==> config.mk <==
export PLATFORM = sky130hd
export DESIGN_NAME = pixel_write_buffer
export DESIGN_NICKNAME = d
export VERILOG_FILES = /design/src/rtl/pixel_write_buffer.sv
export SDC_FILE = /design/constraint.sdc
export NUM_CORES = 1
export LEC_CHECK = 0
export BUFFER_PORTS_ARGS = -buffer_cell sky130_fd_sc_hd__buf_2
export CAP_MARGIN = 20
export CORE_AREA = 8 8 151 153
export DETAILED_ROUTE_END_ITERATION = 12
export DIE_AREA = 0 0 159 161
export PLACE_DENSITY = 0.66
export SLEW_MARGIN = 20
export SYNTH_ARGS = -nofsm -noshare
export SYNTH_HDL_FRONTEND = slang
export SYNTH_SLANG_ARGS = --single-unit
==> constraint.sdc <==
create_clock -name clk -period 7.5 [get_ports clk]
set_clock_uncertainty 0.2 [all_clocks]
set_input_delay 1.125 -clock clk [delete_from_list [all_inputs] [get_ports clk]]
set_output_delay 1.125 -clock clk [all_outputs]
set_load 0.02 [all_outputs]
==> src/rtl/pixel_write_buffer.sv <==
// pixel_write_buffer
//
// Takes the line animator's per-cycle pixel stream and turns it into
// framebuffer writes. It drops off-screen pixels and back-to-back repeats,
// converts (x, y) to a linear address and queues writes in a small FIFO.
// The framebuffer drains the FIFO through a ready/valid port.
//
// Pipeline: S1 (sample + clip flag) -> dedup -> S2 (address) -> FIFO.
// The animator never sees backpressure. A write pushed while the FIFO is full
// and not popping is dropped and latched in the sticky overflow flag.
//
// Ports:
//   clk            sole clock
//   reset          asynchronous, active-high; clears all state
//   in_en          sample x / y / pixel_color this cycle
//   x, y           pixel column / row (11 bits)
//   pixel_color    0 = black, 1 = white
//   wr_ready       framebuffer accepts the head write this cycle
//   wr_en          FIFO head valid (FIFO not empty)
//   wr_addr        y*WIDTH + x of the head entry (0 while empty)
//   wr_data        colour of the head entry (0 while empty)
//   fifo_count     occupancy, 0..DEPTH
//   overflow       sticky; a pixel was dropped because the FIFO was full
//   clear_overflow synchronous clear of overflow (a same-cycle drop wins)
module pixel_write_buffer #(
    parameter int unsigned WIDTH  = 640,
    parameter int unsigned HEIGHT = 480,
    parameter int unsigned DEPTH  = 8,
    parameter int unsigned ADDR_W = 19
) (
    input  logic                     clk,
    input  logic                     reset,
    input  logic                     in_en,
    input  logic [10:0]              x,
    input  logic [10:0]              y,
    input  logic                     pixel_color,
    input  logic                     wr_ready,
    output logic                     wr_en,
    output logic [ADDR_W-1:0]        wr_addr,
    output logic                     wr_data,
    output logic [$clog2(DEPTH):0]   fifo_count,
    output logic                     overflow,
    input  logic                     clear_overflow
);

    localparam int unsigned PTR_W = $clog2(DEPTH);
    localparam int unsigned CNT_W = PTR_W + 1;

    // S1 stage
    logic        s1_valid_q;
    logic        s1_clip_q;
    logic [10:0] s1_x_q;
    logic [10:0] s1_y_q;
    logic        s1_c_q;

    // Last advancing pixel, used for duplicate suppression
    logic        last_valid_q;
    logic [10:0] last_x_q;
    logic [10:0] last_y_q;
    logic        last_c_q;

    // S2 stage
    logic              s2_valid_q;
    logic [ADDR_W-1:0] s2_addr_q;
    logic              s2_data_q;

    // FIFO
    logic [ADDR_W:0]   mem_q [DEPTH];
    logic [PTR_W-1:0]  wr_ptr_q;
    logic [PTR_W-1:0]  rd_ptr_q;
    logic [CNT_W-1:0]  count_q;
    logic [CNT_W-1:0]  count_d;
    logic              overflow_q;
    logic              overflow_d;

    logic              s1_dup;
    logic              s1_advance;
    logic [ADDR_W-1:0] s1_addr;
    logic              fifo_full;
    logic              pop;
    logic              push;
    logic              drop;
    logic [ADDR_W:0]   head;

    // ---------------- S1: sample and clip ----------------
    always_ff @(posedge clk or posedge reset) begin
        if (reset) begin
            s1_valid_q <= 1'b0;
            s1_clip_q  <= 1'b0;
            s1_x_q     <= '0;
            s1_y_q     <= '0;
            s1_c_q     <= 1'b0;
        end else begin
            s1_valid_q <= in_en;
            if (in_en) begin
                s1_clip_q <= (32'(x) >= WIDTH) || (32'(y) >= HEIGHT);
                s1_x_q    <= x;
                s1_y_q    <= y;
                s1_c_q    <= pixel_color;
            end
        end
    end

    // ---------------- Dedup ----------------
    // A colour change at the same coordinate is not a duplicate, so an erase
    // pass re-queues every pixel.
    always_comb begin
        s1_dup     = last_valid_q && (s1_x_q == last_x_q) && (s1_y_q == last_y_q) &&
                     (s1_c_q == last_c_q);
        s1_advance = s1_valid_q && !s1_clip_q && !s1_dup;
    end

    always_ff @(posedge clk or posedge reset) begin
        if (reset) begin
            last_valid_q <= 1'b0;
            last_x_q     <= '0;
            last_y_q     <= '0;
            last_c_q     <= 1'b0;
        end else if (s1_advance) begin
            last_valid_q <= 1'b1;
            last_x_q     <= s1_x_q;
            last_y_q     <= s1_y_q;
            last_c_q     <= s1_c_q;
        end
    end

    // ---------------- S2: linear address ----------------
    // Arithmetic modulo 2^ADDR_W gives the same low bits as a full-width
    // product truncated; clipping keeps the true value in range anyway.
    assign s1_addr = ADDR_W'(s1_y_q) * ADDR_W'(WIDTH) + ADDR_W'(s1_x_q);

    always_ff @(posedge clk or posedge reset) begin
        if (reset) begin
            s2_valid_q <= 1'b0;
            s2_addr_q  <= '0;
            s2_data_q  <= 1'b0;
        end else begin
            s2_valid_q <= s1_advance;
            if (s1_advance) begin
                s2_addr_q <= s1_addr;
                s2_data_q <= s1_c_q;
            end
        end
    end

    // ---------------- FIFO ----------------
    always_comb begin
        fifo_full = (count_q == CNT_W'(DEPTH));
        pop       = (count_q != '0) && wr_ready;
        // When full, a push is only accepted if the head leaves on the same edge.
        push      = s2_valid_q && (!fifo_full || pop);
        drop      = s2_valid_q && fifo_full && !pop;

        count_d = count_q;
        if (push && !pop) begin
            count_d = count_q + CNT_W'(1);
        end else if (pop && !push) begin
            count_d = count_q - CNT_W'(1);
        end

        overflow_d = overflow_q;
        if (drop) begin
            overflow_d = 1'b1;
        end else if (clear_overflow) begin
            overflow_d = 1'b0;
        end
    end

    // Storage needs no reset; the head is masked while the FIFO is empty.
    always_ff @(posedge clk) begin
        if (push) begin
            mem_q[wr_ptr_q] <= {s2_addr_q, s2_data_q};
        end
    end

    always_ff @(posedge clk or posedge reset) begin
        if (reset) begin
            wr_ptr_q   <= '0;
            rd_ptr_q   <= '0;
            count_q    <= '0;
            overflow_q <= 1'b0;
        end else begin
            if (push) begin
                wr_ptr_q <= wr_ptr_q + PTR_W'(1);
            end
            if (pop) begin
                rd_ptr_q <= rd_ptr_q + PTR_W'(1);
            end
            count_q    <= count_d;
            overflow_q <= overflow_d;
        end
    end

    // ---------------- Outputs ----------------
    always_comb begin
        head       = mem_q[rd_ptr_q];
        wr_en      = (count_q != '0);
        wr_addr    = wr_en ? head[ADDR_W:1] : '0;
        wr_data    = wr_en ? head[0] : 1'b0;
        fifo_count = count_q;
        overflow   = overflow_q;
    end

endmodule

# Word-level counts from Yosys, hierarchy flattened
# Memories as Yosys holds them, arrays and structs flattened.
# Index checks and enable logic that the tools add are counted.
# word_totals
regBits,80
memories,1
out_inout_bits,26
ram_bits,160
wordCells,57
# memory_table
memory,depth,width,read_ports,rd_clocked_by_memory_dff,wr,line,text
mem_q,8,20,1,0,1,68,logic [ADDR_W:0] mem_q [DEPTH];
# op_classes
magnitude_cmp,2
n_eq_ne,4
n_reduce_logical,21
addsub,5
mux,8
n_mul,1
# ops
cell,n
equality test 11 bit,2
adder 19 x 11 -> 19 bit,1
2-to-1 mux 19 bit,1
"multiplier 11 x 3 -> 12 bit, second input constant",1
">= comparator 11 x 10 -> 1 bit, second input constant",1
">= comparator 11 x 9 -> 1 bit, second input constant",1
logical AND 1 bit,11
2-to-1 mux 4 bit,2
"adder 3 x 1 -> 3 bit, second input constant",2
zero test 1 bit,5
2-to-1 mux 1 bit,5
"adder 4 x 1 -> 4 bit, second input constant",1
"equality test 4 bit, second input constant",1
nonzero test 2 bit,2
nonzero test 4 bit,1
"subtractor 4 x 1 -> 4 bit, second input constant",1
logical OR 1 bit,2
equality test 1 bit,1

# Logic depth before layout (Yosys ltp)
# depth
ltp_word,8
depth_mapped,12

# Worst setup path before layout
# OpenSTA, ideal clock, no wires.
# synth_timing
path_kind,input to register
startpoint,input wr_ready
endpoint,"memory mem_q[0][0] (netlist bit), enable pin"
setup_slack_ns,3.919
path_buffers,0
stages,5
required_ns,6.878
arrival_time_ns,2.959
path_cell_list,nand3b_1 > nand2_1 > inv_1 > nand2b_1 > nor3_1
# synth_via
elab_chain_cells,5
# synth_lines
item,line,text
from (decl),37,"input logic wr_ready,"
logical AND 1 bit,149,pop = (count_q != '0) && wr_ready;
logical OR 1 bit,151,push = s2_valid_q && (!fifo_full || pop);
logical AND 1 bit,151,
named net push,81,logic push;
2-to-1 mux 1 bit,171,if (push) begin
2-to-1 mux 1 bit (implied by the code),172,"mem_q[wr_ptr_q] <= {s2_addr_q, s2_data_q};"
to (decl),68,
# The timed path passes the listed nets, and every way through them passes these cells.

# Worst setup path in the final report
# layout_timing
startpoint,register rd_ptr_q[0]
endpoint,output wr_addr[10]
# layout_via
elab_chain_cells,2
# layout_lines
item,line,text
from (decl),70,logic [PTR_W-1:0] rd_ptr_q;
from (signal assigned),187,rd_ptr_q <= rd_ptr_q + PTR_W'(1);
memory read (8 x 20 bit),-,
2-to-1 mux 19 bit,198,wr_addr = wr_en ? head[ADDR_W:1] : '0;
to (decl),39,"output logic [ADDR_W-1:0] wr_addr,"
# Every way passes these cells.

==> impl_metrics.toml <==
[logic_synthesis]
async_reset_ff_frac = 0.313
syn-instance-count = 586
synth.area.top_cells = "edfxtp_1, dfrtp_1, mux4_2, mux2_2, ha_1"
ys.flop_type = "edfxtp_1"
yosys_warnings = 0
synthDominantCellAreaShare = 0.483
avgSynthCellArea_sq_um = 17.0
syn_area_sq_um = 9950
synth_most_common_cell = "edfxtp_1"
synth-seq-cells = 233
synth-edff-count = 160
ys_top_cells_by_count = "edfxtp_1, dfrtp_1, mux2_2, mux4_2, nor2_1"
ys_types = 44
syn-num-nets = 643
yosysTopAreaCell = "edfxtp_1"
ys_seq_area_frac = 0.666

[clock_tree]
clkLatencyLatePin_ps = 500
postCtsResizedCells = 0
cts_sinks = 233
cts_tree = "done"
cts_buffers = 24
root_buffer = "clkbuf_16"
cts_htree_levels = 1
cts_hold_buf = 0
postCtsSetupRepairBufs = 0
cts_buffer_depth = 3
path_clk_slew_ps = 60

[sta]
relSlewSlack = 0.365
finalMaxSlewViolations = 0
fin_crit_sh = 0.526
fin_setup_tns_ps = 0
max_clock_freq_ghz = 0.254
hold_viol = 0
rsz0062_at_grt = "no"
period_needed_ps = 3940
worstMarginPinSlew_ps = 952
fin_hold_ws_ps = 272
final-setup-viol-count = 0

[die]
start_util = 0.484
io_pins = 54
die_x_um = 159
dieArea_sq_um = 25600
die-height_um = 161
core_sq_um = 20600
rows = 53

[setup_path]
cp_slowest_cell = "buf_4"
worstPathArrival_ps = 2620
crit_start = "rd_ptr_q[0]"
cp_cell_sequence = "buf_4, mux4_2, mux2i_1, nor2_1, buf_2"
path_buf_inv = 2
worstReg2RegStart = "s1_y_q[3]"
cpLargestDelayFamily = "multiplexers"
crit_required_ps = 6170
crit_type = "flip-flop to primary output"
critPathCaptureType = "primary output"
cp_max_fo = 38
start_kind = "flip-flop"
worst_path_largest_cell_delay_ps = 620

[placement]
dpl.hpwl_um = 11300
portBuffers = 53
gp_congestion = 0.741

[flow_run]
drv_cap = 0

[finish]
n_fill_cell = 1648
nets = 714
multi_input_area_sq_um = 3190
regArea_sq_um = 6630
antenna-diode-count = 0
areaGrowthSynthToFinish_pct = 13.6
layout-drive-gt1-share = 0.299

[routing]
drc = 0
wl_um = 18500
first_pass_iters = 5
drt_iter0_drc = 267
viasPerCell = 5.41
vias = 5144
wl_per_cell_um = 19.4
ant_nets = 0

[grt]
track_usage = 0.143
grt_max_degree = 74
grt_first_pass_wirelength_um = 29500
grt_pass1_vias = 5512
antenna_found_initial = 0
grt_overflow = 0

[run_status]
status = "completed"

[power_and_ir_drop]
p_comb_frac = 0.287
p_clk_frac = 0.265
seq_power_share = 0.448
p_leak_nw = 4.14
p_int_mw = 2.79
max-vdd-ir-drop_v = 0.000178
switching_power_mw = 1.28
power.density_nw_per_um2 = 360
swShare = 0.314

[min_path]
min_path_type = "flip-flop to flip-flop"
min_from = "rd_ptr_q[2]"
==> layer usage <==
layer	share of wire	GRT usage
met2	0.49	0.244
met5	0	0
met4	0.014	0.0326
met1	0.45	0.189
met3	0.047	0.0267
==> path summary, 6_finish.rpt <==
kind	end	slack, ps	depth (start not counted)
max	wr_addr[10]	3560	5
min	rd_ptr_q[2]	270	1
max reg2reg	s2_addr_q[18]	4190	9
min reg2reg	rd_ptr_q[2]	270	1
max in group asynchronous	last_y_q[5]	5770	3
min in group asynchronous	fifo_count[2]	660	3
==> power by group through the flow <==
stage / combinational, mW / clock [mW] / sequential [mW]
CTS: 1.20 / 1.10 / 1.82
floorplan: 0.909 / 0 / 1.78
global placement: 1.17 / 0 / 1.83
finish: 1.17 / 1.08 / 1.82
global route: 1.29 / 1.16 / 1.85
detailed placement: 1.19 / 0 / 1.85
==> through the flow <==
step / worst slack (ps) / total power, mW / util / instance area, sq um / instances
floorplan: 3920 / 2.69 / - / 9950 / 586
global placement: 4030 / 2.99 / 0.515 / 10600 / 906
detailed placement: 4020 / 3.04 / 0.515 / 10600 / 906
CTS: 3470 / 4.12 / 0.550 / 11300 / 950
global route: 3320 / 4.30 / 0.550 / 11300 / 950
finish: 3560 / 4.07 / 0.550 / 11300 / 950
==> cells in the final DEF (no fill, tap or decap), types with 3 or more instances in the layout <==
| cell type | netlist | routed |
|---|---|---|
| a21oi_1 | 10 | 10 |
| a31oi_1 | 3 | 3 |
| buf_2 | 6 | 53 |
| buf_4 | 0 | 14 |
| clkbuf_1 | 8 | 7 |
| clkbuf_16 | 0 | 25 |
| clkinv_1 | 0 | 6 |
| clkinv_2 | 0 | 3 |
| dfrtp_1 | 73 | 72 |
| edfxtp_1 | 160 | 160 |
| fa_1 | 3 | 3 |
| ha_1 | 26 | 26 |
| inv_1 | 14 | 13 |
| mux2_2 | 51 | 51 |
| mux2i_1 | 20 | 20 |
| mux4_2 | 40 | 40 |
| nand2_1 | 18 | 18 |
| nand2b_1 | 6 | 6 |
| nand3_1 | 6 | 6 |
| nand4_1 | 8 | 8 |
| nor2_1 | 37 | 37 |
| nor2b_1 | 3 | 3 |
| nor4_1 | 4 | 3 |
| o21ai_0 | 9 | 9 |
| o31ai_1 | 4 | 4 |
| xnor2_1 | 36 | 36 |
| xor2_1 | 6 | 6 |
==> flip-flops by register name, summed over array words and instances (netlist names) <==
signal and flops:
s1_x_q 11, last_y_q 11, wr_ptr_q 3, rd_ptr_q 3, s1_c_q 1, s2_addr_q 12
s1_clip_q 1, s1_y_q 11, fifo_count 4, last_valid_q 1, mem_q 160, last_x_q 11
s2_data_q 1, s1_valid_q 1, overflow 1, s2_valid_q 1
==> layout make-up <==
cell class | instances | area share
Clock buffer | 33 | 0.0589
Clock inverter | 11 | 0.00476
Inverter | 14 | 0.00465
Multi-Input combinational cell | 317 | 0.282
Sequential cell | 233 | 0.587
Tap cell | 275 | 0.0304
Timing Repair Buffer | 67 | 0.0328
==> cells by family after synthesis <==
group / synth area share
flops: 0.666
mux: 0.168
simple gates: 0.0464
xor+xnor: 0.0386
compound gates: 0.0258
buf+inv: 0.0158
fa+ha+maj: 0.0387
No activity file was read; power rests on OpenSTA's default activity.
